## src/rtl/led_arb_pkg.sv

```systemverilog
// Shared types and helpers for the LED arbiter.
// Configuration macro LED_ARBITER_RR_EN selects round-robin picking (default: fixed priority).
package led_arb_pkg;

  localparam int LED_W   = 8;
  localparam int MAX_REQ = 32;

  typedef enum logic [1:0] {
    IDLE  = 2'd0,
    HOLD  = 2'd1,
    REARB = 2'd2
  } state_e;

  function automatic logic [MAX_REQ-1:0] onehot_idx(input int unsigned idx);
    return MAX_REQ'(1) << idx;
  endfunction

endpackage

```

## src/rtl/led_arb_pick.sv

```systemverilog
// Combinational requester picker: fixed priority by default,
// round-robin from last_idx+1 when LED_ARBITER_RR_EN is defined.
module led_arb_pick
  import led_arb_pkg::*;
#(
  parameter int NREQ  = 4,
  parameter int IDX_W = 2
) (
  input  logic [NREQ-1:0]  req_i,
  input  logic [IDX_W-1:0] last_idx_i,
  output logic [IDX_W-1:0] idx_o,
  output logic             valid_o
);

  assign valid_o = |req_i;

`ifdef LED_ARBITER_RR_EN
  logic [IDX_W-1:0] cand;

  // Scan offsets from far to near so the nearest requester after last_idx wins.
  always_comb begin
    idx_o = '0;
    cand  = '0;
    for (int k = NREQ; k >= 1; k--) begin
      cand = IDX_W'((int'(last_idx_i) + k) % NREQ);
      if (req_i[cand]) idx_o = cand;
    end
  end
`else
  logic unused_last;
  assign unused_last = ^last_idx_i;

  always_comb begin
    idx_o = '0;
    for (int k = NREQ - 1; k >= 0; k--) begin
      if (req_i[k]) idx_o = IDX_W'(k);
    end
  end
`endif

endmodule

```

## src/rtl/led_arbiter.sv

```systemverilog
// Non-preemptive LED arbiter with minimum dwell per grant and base pattern when idle.
// Configuration macro LED_ARBITER_RR_EN (see led_arb_pick) selects round-robin picking.
module led_arbiter
  import led_arb_pkg::*;
#(
  parameter int                NREQ        = 4,
  parameter int                HOLD_W      = 27,
  parameter logic [HOLD_W-1:0] HOLD_CYCLES = HOLD_W'(125000000)
) (
  input  logic                    clk,
  input  logic                    resetn,
  input  logic [NREQ-1:0]         req_i,
  input  logic [NREQ*LED_W-1:0]   data_i,
  input  logic [LED_W-1:0]        base_i,
  output logic [LED_W-1:0]        led_o,
  output logic [NREQ-1:0]         grant_o,
  output logic                    busy_o
);

  localparam int                IDX_W       = (NREQ > 1) ? $clog2(NREQ) : 1;
  localparam logic [HOLD_W-1:0] HOLD_RELOAD = HOLD_CYCLES - HOLD_W'(1);

  state_e            state_q, state_d;
  logic [HOLD_W-1:0] hold_ctr_q, hold_ctr_d;
  logic [IDX_W-1:0]  last_idx_q, last_idx_d;
  logic [LED_W-1:0]  led_q, led_d;
  logic [NREQ-1:0]   grant_q, grant_d;
  logic              busy_q, busy_d;

  logic [LED_W-1:0]  data_arr [NREQ];
  logic [IDX_W-1:0]  pick_idx;
  logic              pick_valid;
  logic              holder_req;
  logic [LED_W-1:0]  holder_data;

  for (genvar g = 0; g < NREQ; g++) begin : g_data
    assign data_arr[g] = data_i[g*LED_W +: LED_W];
  end

  // last_idx always names the current holder while in HOLD/REARB.
  assign holder_req  = req_i[last_idx_q];
  assign holder_data = data_arr[last_idx_q];

  led_arb_pick #(
    .NREQ  (NREQ),
    .IDX_W (IDX_W)
  ) u_pick (
    .req_i      (req_i),
    .last_idx_i (last_idx_q),
    .idx_o      (pick_idx),
    .valid_o    (pick_valid)
  );

  always_ff @(posedge clk or negedge resetn) begin
    if (!resetn) begin
      state_q    <= IDLE;
      hold_ctr_q <= '0;
      last_idx_q <= '0;
      led_q      <= '0;
      grant_q    <= '0;
      busy_q     <= 1'b0;
    end else begin
      state_q    <= state_d;
      hold_ctr_q <= hold_ctr_d;
      last_idx_q <= last_idx_d;
      led_q      <= led_d;
      grant_q    <= grant_d;
      busy_q     <= busy_d;
    end
  end

  always_comb begin
    state_d    = state_q;
    hold_ctr_d = hold_ctr_q;
    last_idx_d = last_idx_q;
    unique case (state_q)
      IDLE, REARB: begin
        if (pick_valid) begin
          state_d    = HOLD;
          hold_ctr_d = HOLD_RELOAD;
          last_idx_d = pick_idx;
        end else begin
          state_d = IDLE;
        end
      end
      HOLD: begin
        // Release by the holder beats both dwell expiry and any new request.
        if (!holder_req) begin
          state_d = IDLE;
        end else if (hold_ctr_q != '0) begin
          hold_ctr_d = hold_ctr_q - HOLD_W'(1);
        end else begin
          state_d = REARB;
        end
      end
      default: state_d = IDLE;
    endcase
  end

  always_comb begin
    led_d   = base_i;
    grant_d = '0;
    busy_d  = (state_d != IDLE);
    unique case (state_q)
      IDLE: begin
        if (pick_valid) begin
          grant_d = NREQ'(onehot_idx(32'(pick_idx)));
          led_d   = data_arr[pick_idx];
        end
      end
      HOLD: begin
        if (holder_req) begin
          grant_d = grant_q;
          led_d   = holder_data;
        end
      end
      REARB: begin
        led_d = holder_data;
        if (pick_valid) grant_d = NREQ'(onehot_idx(32'(pick_idx)));
      end
      default: ;
    endcase
  end

  assign led_o   = led_q;
  assign grant_o = grant_q;
  assign busy_o  = busy_q;

endmodule
```

## config.mk

```make
export PLATFORM = sky130hd
export DESIGN_NAME = led_arbiter
export DESIGN_NICKNAME = d
export VERILOG_FILES = /design/src/rtl/led_arb_pkg.sv /design/src/rtl/led_arb_pick.sv /design/src/rtl/led_arbiter.sv
export SDC_FILE = /design/constraint.sdc
export NUM_CORES = 1
export LEC_CHECK = 0
export CORE_UTILIZATION = 44
export CTS_CLUSTER_DIAMETER = 120
export DETAILED_ROUTE_END_ITERATION = 8
export GPL_ROUTABILITY_DRIVEN = 0
export PLACE_DENSITY = 0.82
export SLEW_MARGIN = 30
export SYNTH_ARGS = -nofsm -noshare
export SYNTH_HDL_FRONTEND = slang
export SYNTH_SLANG_ARGS = --single-unit
```

## constraint.sdc

```tcl
create_clock -name clk -period 5 [get_ports clk]
set_input_delay 1.5 -clock clk [delete_from_list [all_inputs] [get_ports clk]]
set_output_delay 1.5 -clock clk [all_outputs]
set_load 0.03 [all_outputs]
```

==> results.txt, run 1 <==
Syn Nets: 318
Row count: 28
Pin count of the biggest net entering global routing: 45
Gate Count Post-Synth: 270
Clock root cell: clkbuf_8
Adder-Cell Fraction of Synth Area: 0.00937
Setup repair bufs after CTS: 0
Die area: 6390 sq um
Post-CTS Hold Buffers: 0
Minimum clock period after layout: 3.61 ns
LEAKAGE: 1.24 nW
Slew Limit Fails: 0
Routed Antenna Nets: 0
Hold Path Class: reg2reg
DRC Markers: 0
Worst clock skew: 0.0108 ns
Initial Util: 0.454
Core area: 5890 sq um
Top post-synthesis cells by area: dfrtp_1 41%, mux4_2 7.6%, nor3_1 2.8%, a211o_1 2.6%, a21oi_1 2.6%
Post-synthesis compound-gate area fraction: 0.173
H-tree depth: 2
1st-iter DRT viols: 187
I/O pin cnt: 59
RSZ-0062 raised after global routing: false
Cell variety after synth: 52
Post-synthesis simple-gate area fraction: 0.258
Yosys top cell area share: 0.412
Initial DRT Pass Iterations: 5
Switching part of the total: 0.394
Setup violation total in the final timing report: 0
Layout cells sized above 1: 0.0917
Flop pwr share: 0.377
Period utilization: 0.723
DR WL/cell: 17.2 microns
Vias in the first global route: 2387
Post-layout util: 0.577
CTS clk-pin slew, worst paths: 0.09 ns
Post-synthesis mux area share: 0.0796
Switch Pwr: 0.525 mW
FF-to-FF setup slack: 2.51 ns
Worst-Margin Slew: 0.793 ns
N_diodes: 0
Predominant post-synthesis flop cell: dfrtp_1
Clock Latency Late Sink: 0.30 ns
Ys Warns: 0
CTS tree: yes
Worst setup SP type: input pin
TNS Setup: 0 ns
Cell Pwr Density: 392 nW/um^2
CTS resizes: 0
Post-synthesis sequential area ratio: 0.412
RR Startpoint: hold_ctr_q[0]
I/O Buffers: 58
Gate power share: 0.455
Crit path arrival time: 3.85 ns
Vias after detailed routing: 2387
Max IR drop VDD: 0.213 mV
TritonCTS buffer count: 5
Clock Power Share: 0.168
Internal power: 0.807 mW
CP Capture Type: flip-flop
Yosys reg bits: 44
Max cap viols: 0
Avg Vias per Cell: 5.94
Critical path type: in2reg
Status: finished, final reports clean
Async set or reset register ratio after synthesis: 1.00
Worst slew margin: 0.471
HPWL after DPL: 4930 microns
Hold Path Cell Cnt: 1
Overall Global Routing Usage: 0.235
Worst Hold End: hold_ctr_q[13]
Final wirelength: 6920 microns
F_max: 277 MHz
Final layout net count: 374
CTS Sinks: 44
Largest family of logic cells by synthesized area: simple AND/OR/NAND/NOR gates
CP Data Required Time: 5.24 ns
Cell taking the most area after synthesis: dfrtp_1
Clock buffer depth: 2
Die span in x: 79.9 microns
Hold_sp: hold_ctr_q[13]
Number of flops mapped to enable cells by yosys: 0
Mapped cell area: 2670 sq um
First-pass GRT wire length: 11600 microns
Reg2reg path depth: 7
Initial antenna violation count: 0
R2R Path End: hold_ctr_q[10]
CP max FO: 13
Total gr overflow: 0
Syn Area/Cell: 9.89 sq um
Area delta synth->final: 27.1%
Endpoints failing hold: 0
XOR/XNOR share of the synthesized area: 0.0361
Die Y-Extent: 79.9 microns
placed cells by master, fill, tap and decap left out, types with 5 or more instances in the layout:
master,n
nor3_1,15
dfrtp_1,44
xor2_1,8
clkbuf_8,5
a31oi_1,5
mux4_2,9
a21oi_1,14
nand2b_1,10
clkdlybuf4s50_1,57
or3_1,11
nor2b_1,10
nand2_1,18
nor2_1,15
nand4_1,8
nand3_1,9
a211o_1,8
o22ai_1,8
inv_1,7
worst max-delay path by stage:
stage / end / slack, ns / from
3_5_place_dp: led_o[7] / 1.10 / req_i[0]
3_3_place_gp: led_o[1] / 1.16 / req_i[0]
4_1_cts: led_o[7] / 1.42 / req_i[0]
6_report: hold_ctr_q[15] / 1.39 / req_i[0]
2_1_floorplan: led_o[0] / 2.00 / req_i[1]
5_1_grt: hold_ctr_q[15] / 1.29 / req_i[0]
layer usage:
metal | vias to the layer above | wire length (microns) | global-route usage
met1 | 1155 | 3050 | 0.311
met2 | 70 | 3440 | 0.391
met5 | - | 0 | 0
met3 | 14 | 275 | 0.0389
li1 | 1148 | - | -
met4 | 0 | 146 | 0.0750
power by group through the flow:
stage / Combinational [mW] / Clock (mW) / Sequential (mW)
final: 0.606 / 0.224 / 0.502
after global placement: 0.588 / 0 / 0.508
after detailed placement: 0.603 / 0 / 0.512
after global routing: 0.645 / 0.248 / 0.514
after CTS: 0.607 / 0.229 / 0.503
after floorplan: 0.340 / 0 / 0.552
logic make-up (layout without fill, tap and decap cells):
family / count (synthesis) / after routing
AO/OA/AOI/OAI: 64 / 64
XOR/XNOR: 11 / 11
adder cells (fa/ha/maj): 2 / 2
buffers and inverters: 19 / 76
flip-flops: 44 / 44
multiplexers: 10 / 10
AND/OR/NAND/NOR: 120 / 120
synth_stat cells, drive strengths merged (2+ instances only):
| master | number |
|---|---|
| o22ai | 8 |
| nand4 | 8 |
| or3 | 11 |
| or4 | 4 |
| nand2b | 10 |
| o31ai | 4 |
| a21o | 2 |
| nor2b | 10 |
| a31oi | 5 |
| mux4 | 9 |
| nor4 | 6 |
| o311ai | 3 |
| inv | 7 |
| a21oi | 15 |
| clkbuf | 6 |
| nand2 | 18 |
| nor2 | 15 |
| xor2 | 8 |
| and3 | 4 |
| dfrtp | 44 |
| nand3 | 9 |
| nor3 | 15 |
| nor4b | 3 |
| a211oi | 2 |
| o21ai | 6 |
| buf | 6 |
| a211o | 8 |
| o41ai | 3 |
| and4 | 2 |
| ha | 2 |
| xnor2 | 3 |
worst max-delay path, stage by stage:
cell	delay [ns]
clkdlybuf4s50_1	0.79
mux4_2	0.38
and3_1	0.35
o21ai_4	0.15
or4_1	0.52
a21oi_1	0.15
state kept, by name, indices dropped and copies added, names as in the netlist:
register and flops:
grant_o 4, busy_o 1, hold_ctr_q 27, last_idx_q 2, state_q 2, led_o 8
final cells by class:
type                    count  area, sq um
well taps                  75         93.8
fillers                   525         2490
clock inverters             3         18.8
flip-flops and latches     44         1100
repair buffers             61          601
multi-input cells         207         1490
inverters                   7         26.3
clock buffers               5         68.8
metrics by stage:
stage	instances	hold slack (ns)	cell area, sq um	setup WS (ns)	power [mW]
global placement	394	0.471	3300	1.16	1.10
finish	402	0.500	3390	1.39	1.33
floorplan	270	0.449	2670	2.00	0.892
CTS	402	0.501	3390	1.42	1.34
global route	402	0.513	3390	1.29	1.41
detailed placement	394	0.475	3310	1.10	1.11
Power figures use the tool's default switching activity.
==> inputs of run 2 (changes only) <==
- clock period: 5 -> 3.34 ns (I/O delays scaled with it)
==> results.txt, run 2 (synthesis gave the netlist of run 1 again) <==
Status: finished, final reports clean (unchanged)
Worst slew margin: 0.462 (was 0.471)
Slew Limit Fails: 0 (unchanged)
First-pass GRT wire length: 11800 microns (was 11600 microns)
Crit-path max cell delay: 0.57 ns (was 0.79 ns)
Crit. Startpoint: req_i[1] (was req_i[0])
Die span in x: 79.9 microns (unchanged)
GRT Max-Usage Layer: met2 (unchanged)
Endpoints failing hold: 0 (unchanged)
Row count: 28 (unchanged)
Worst setup SP type: input pin (unchanged)
DR WL/cell: 17.1 microns (was 17.2 microns)
Overall Global Routing Usage: 0.241 (was 0.235)
Total gr overflow: 0 (unchanged)
I/O Buffers: 58 (unchanged)
Delay-heaviest family, CP: simple AND/OR/NAND/NOR gates (unchanged)
H-tree depth: 2 (unchanged)
CTS clk-pin slew, worst paths: 0.08 ns (was 0.09 ns)
CTS tree: yes (unchanged)
Setup violation total in the final timing report: 0 (unchanged)
CTS Sinks: 44 (unchanged)
Minimum clock period after layout: 2.87 ns
Worst clock skew: 0.00519 ns (was 0.0108 ns)
Pre-CTS WS: 0.202 ns (was 1.10 ns)
Initial Util: 0.454 (unchanged)
Post-layout util: 0.588 (was 0.577)
I/O pin cnt: 59 (unchanged)
Met2 GRT Util: 0.417 (was 0.391)
TritonCTS buffer count: 5 (unchanged)
CP Capture Type: flip-flop (unchanged)
CP max FO: 8 (was 13)
Crit path arrival time: 3.12 ns (was 3.85 ns)
CP Data Required Time: 3.58 ns (was 5.24 ns)
Worst-Margin Slew: 0.807 ns (was 0.793 ns)
Clock Latency Late Sink: 0.30 ns (about the same)
1st-iter DRT viols: 155 (was 187)
CTS resizes: 0 (unchanged)
Pin count of the biggest net entering global routing: 27 (was 45)
Commonest non-fill, non-tap cell in the layout: clkdlybuf4s50_1 (unchanged)
Max IR drop VDD: 0.358 mV (was 0.213 mV)
Hold_sp: hold_ctr_q[13] (unchanged)
Routed Antenna Nets: 0 (unchanged)
Hold Path Class: reg2reg (unchanged)
Area delta synth->final: 29.5% (was 27.1%)
Critical-path cell list: clkdlybuf4s50_1 -> mux4_2 -> and2_1 -> nor2_1 -> a211o_1 (was clkdlybuf4s50_1 -> mux4_2 -> and3_1 -> o21ai_4 -> or4_1 -> a21oi_1)
Initial antenna violation count: 0 (unchanged)
Final wirelength: 6960 microns (was 6920 microns)
Most frequent cells in the layout: 57 x clkdlybuf4s50_1, 44 x dfrtp_1, 18 x nand2_1 (unchanged)
HPWL after DPL: 5160 microns (was 4930 microns)
RR Startpoint: hold_ctr_q[0] (unchanged)
M1 GR Usage: 0.301 (was 0.311)
Max cap viols: 0 (unchanged)
N_diodes: 0 (unchanged)
Clock buffer depth: 2 (unchanged)
Fillers: 529 (was 525)
Clock root cell: clkbuf_8 (unchanged)
Largest register FFs: 27 (unchanged)
Post-CTS Hold Buffers: 0 (unchanged)
Met3 track utilization from global routing: 0.0309 (was 0.0389)
Setup repair bufs after CTS: 0 (unchanged)
Die area: 6390 sq um (unchanged)
DRC Markers: 0 (unchanged)
Critical path's slowest cell: nor2_1 (was clkdlybuf4s50_1)
Final worst slack: 0.465 ns (was 1.39 ns)
Cell Pwr Density: 604 nW/um^2 (was 392 nW/um^2)
Initial DRT Pass Iterations: 4 (was 5)
Design Power: 2.09 mW (was 1.33 mW)
Layout cells sized above 1: 0.103 (was 0.0917)
Reg with most FFs: hold_ctr_q (unchanged)
RSZ-0062 raised after global routing: false (unchanged)
Period utilization: 0.861
Fin Hold WS: 0.495 ns (was 0.500 ns)
F_max: 348 MHz
Vias after detailed routing: 2424 (was 2387)
Core area: 5890 sq um (unchanged)
Vias in the first global route: 2488 (was 2387)
Critical path type: in2reg (unchanged)
Avg Vias per Cell: 5.97 (was 5.94)
LEAKAGE: 1.27 nW (was 1.24 nW)
Final layout net count: 378 (was 374)
TNS Setup: 0 ns (unchanged)
Die Y-Extent: 79.9 microns (unchanged)
CP Buf/Inv Count: 1 (unchanged)
-- run 2: worst paths after layout --
| path | endpoint | slack, ns | cells past startpoint |
|---|---|---|---|
| hold / removal | hold_ctr_q[13] | 0.49 | 1 |
| hold reg to reg | hold_ctr_q[13] | 0.49 | 1 |
| setup / recovery | led_o[0] | 0.47 | 5 |
| setup reg to reg | hold_ctr_q[10] | 0.81 | 7 |
| min in group asynchronous | hold_ctr_q[19] | 0.64 | 1 |
| max in group asynchronous | hold_ctr_q[17] | 2.21 | 2 |
-- run 2: where the power goes --
group	internal [mW]	switching, mW	leakage [nW]
Sequential	0.632	0.0907	0.495
Combinational	0.442	0.510	0.720
Clock	0.221	0.191	0.0541
Total	1.30	0.792	1.27
-- run 2: layout make-up --
type	instances	area [sq um]	share of cell area
Clock inverter	3	42.5	0.0123
Timing Repair Buffer	65	641	0.185
Sequential cell	44	1100	0.318
Tap cell	75	93.8	0.0271
Inverter	7	26.3	0.00760
Clock buffer	5	68.8	0.0199
Multi-Input combinational cell	207	1490	0.429
-- run 2: metal layers --
metal,up-vias,share of wire
met1,1184,0.43
met4,0,0.026
met2,68,0.50
met5,-,0
met3,16,0.042
li1,1156,-
-- run 2: through the flow --
step,cell area [sq um],instances
after floorplan,2670,270
after global placement,3330,397
after detailed placement,3350,398
after CTS,3460,406
after global routing,3460,406
final,3460,406
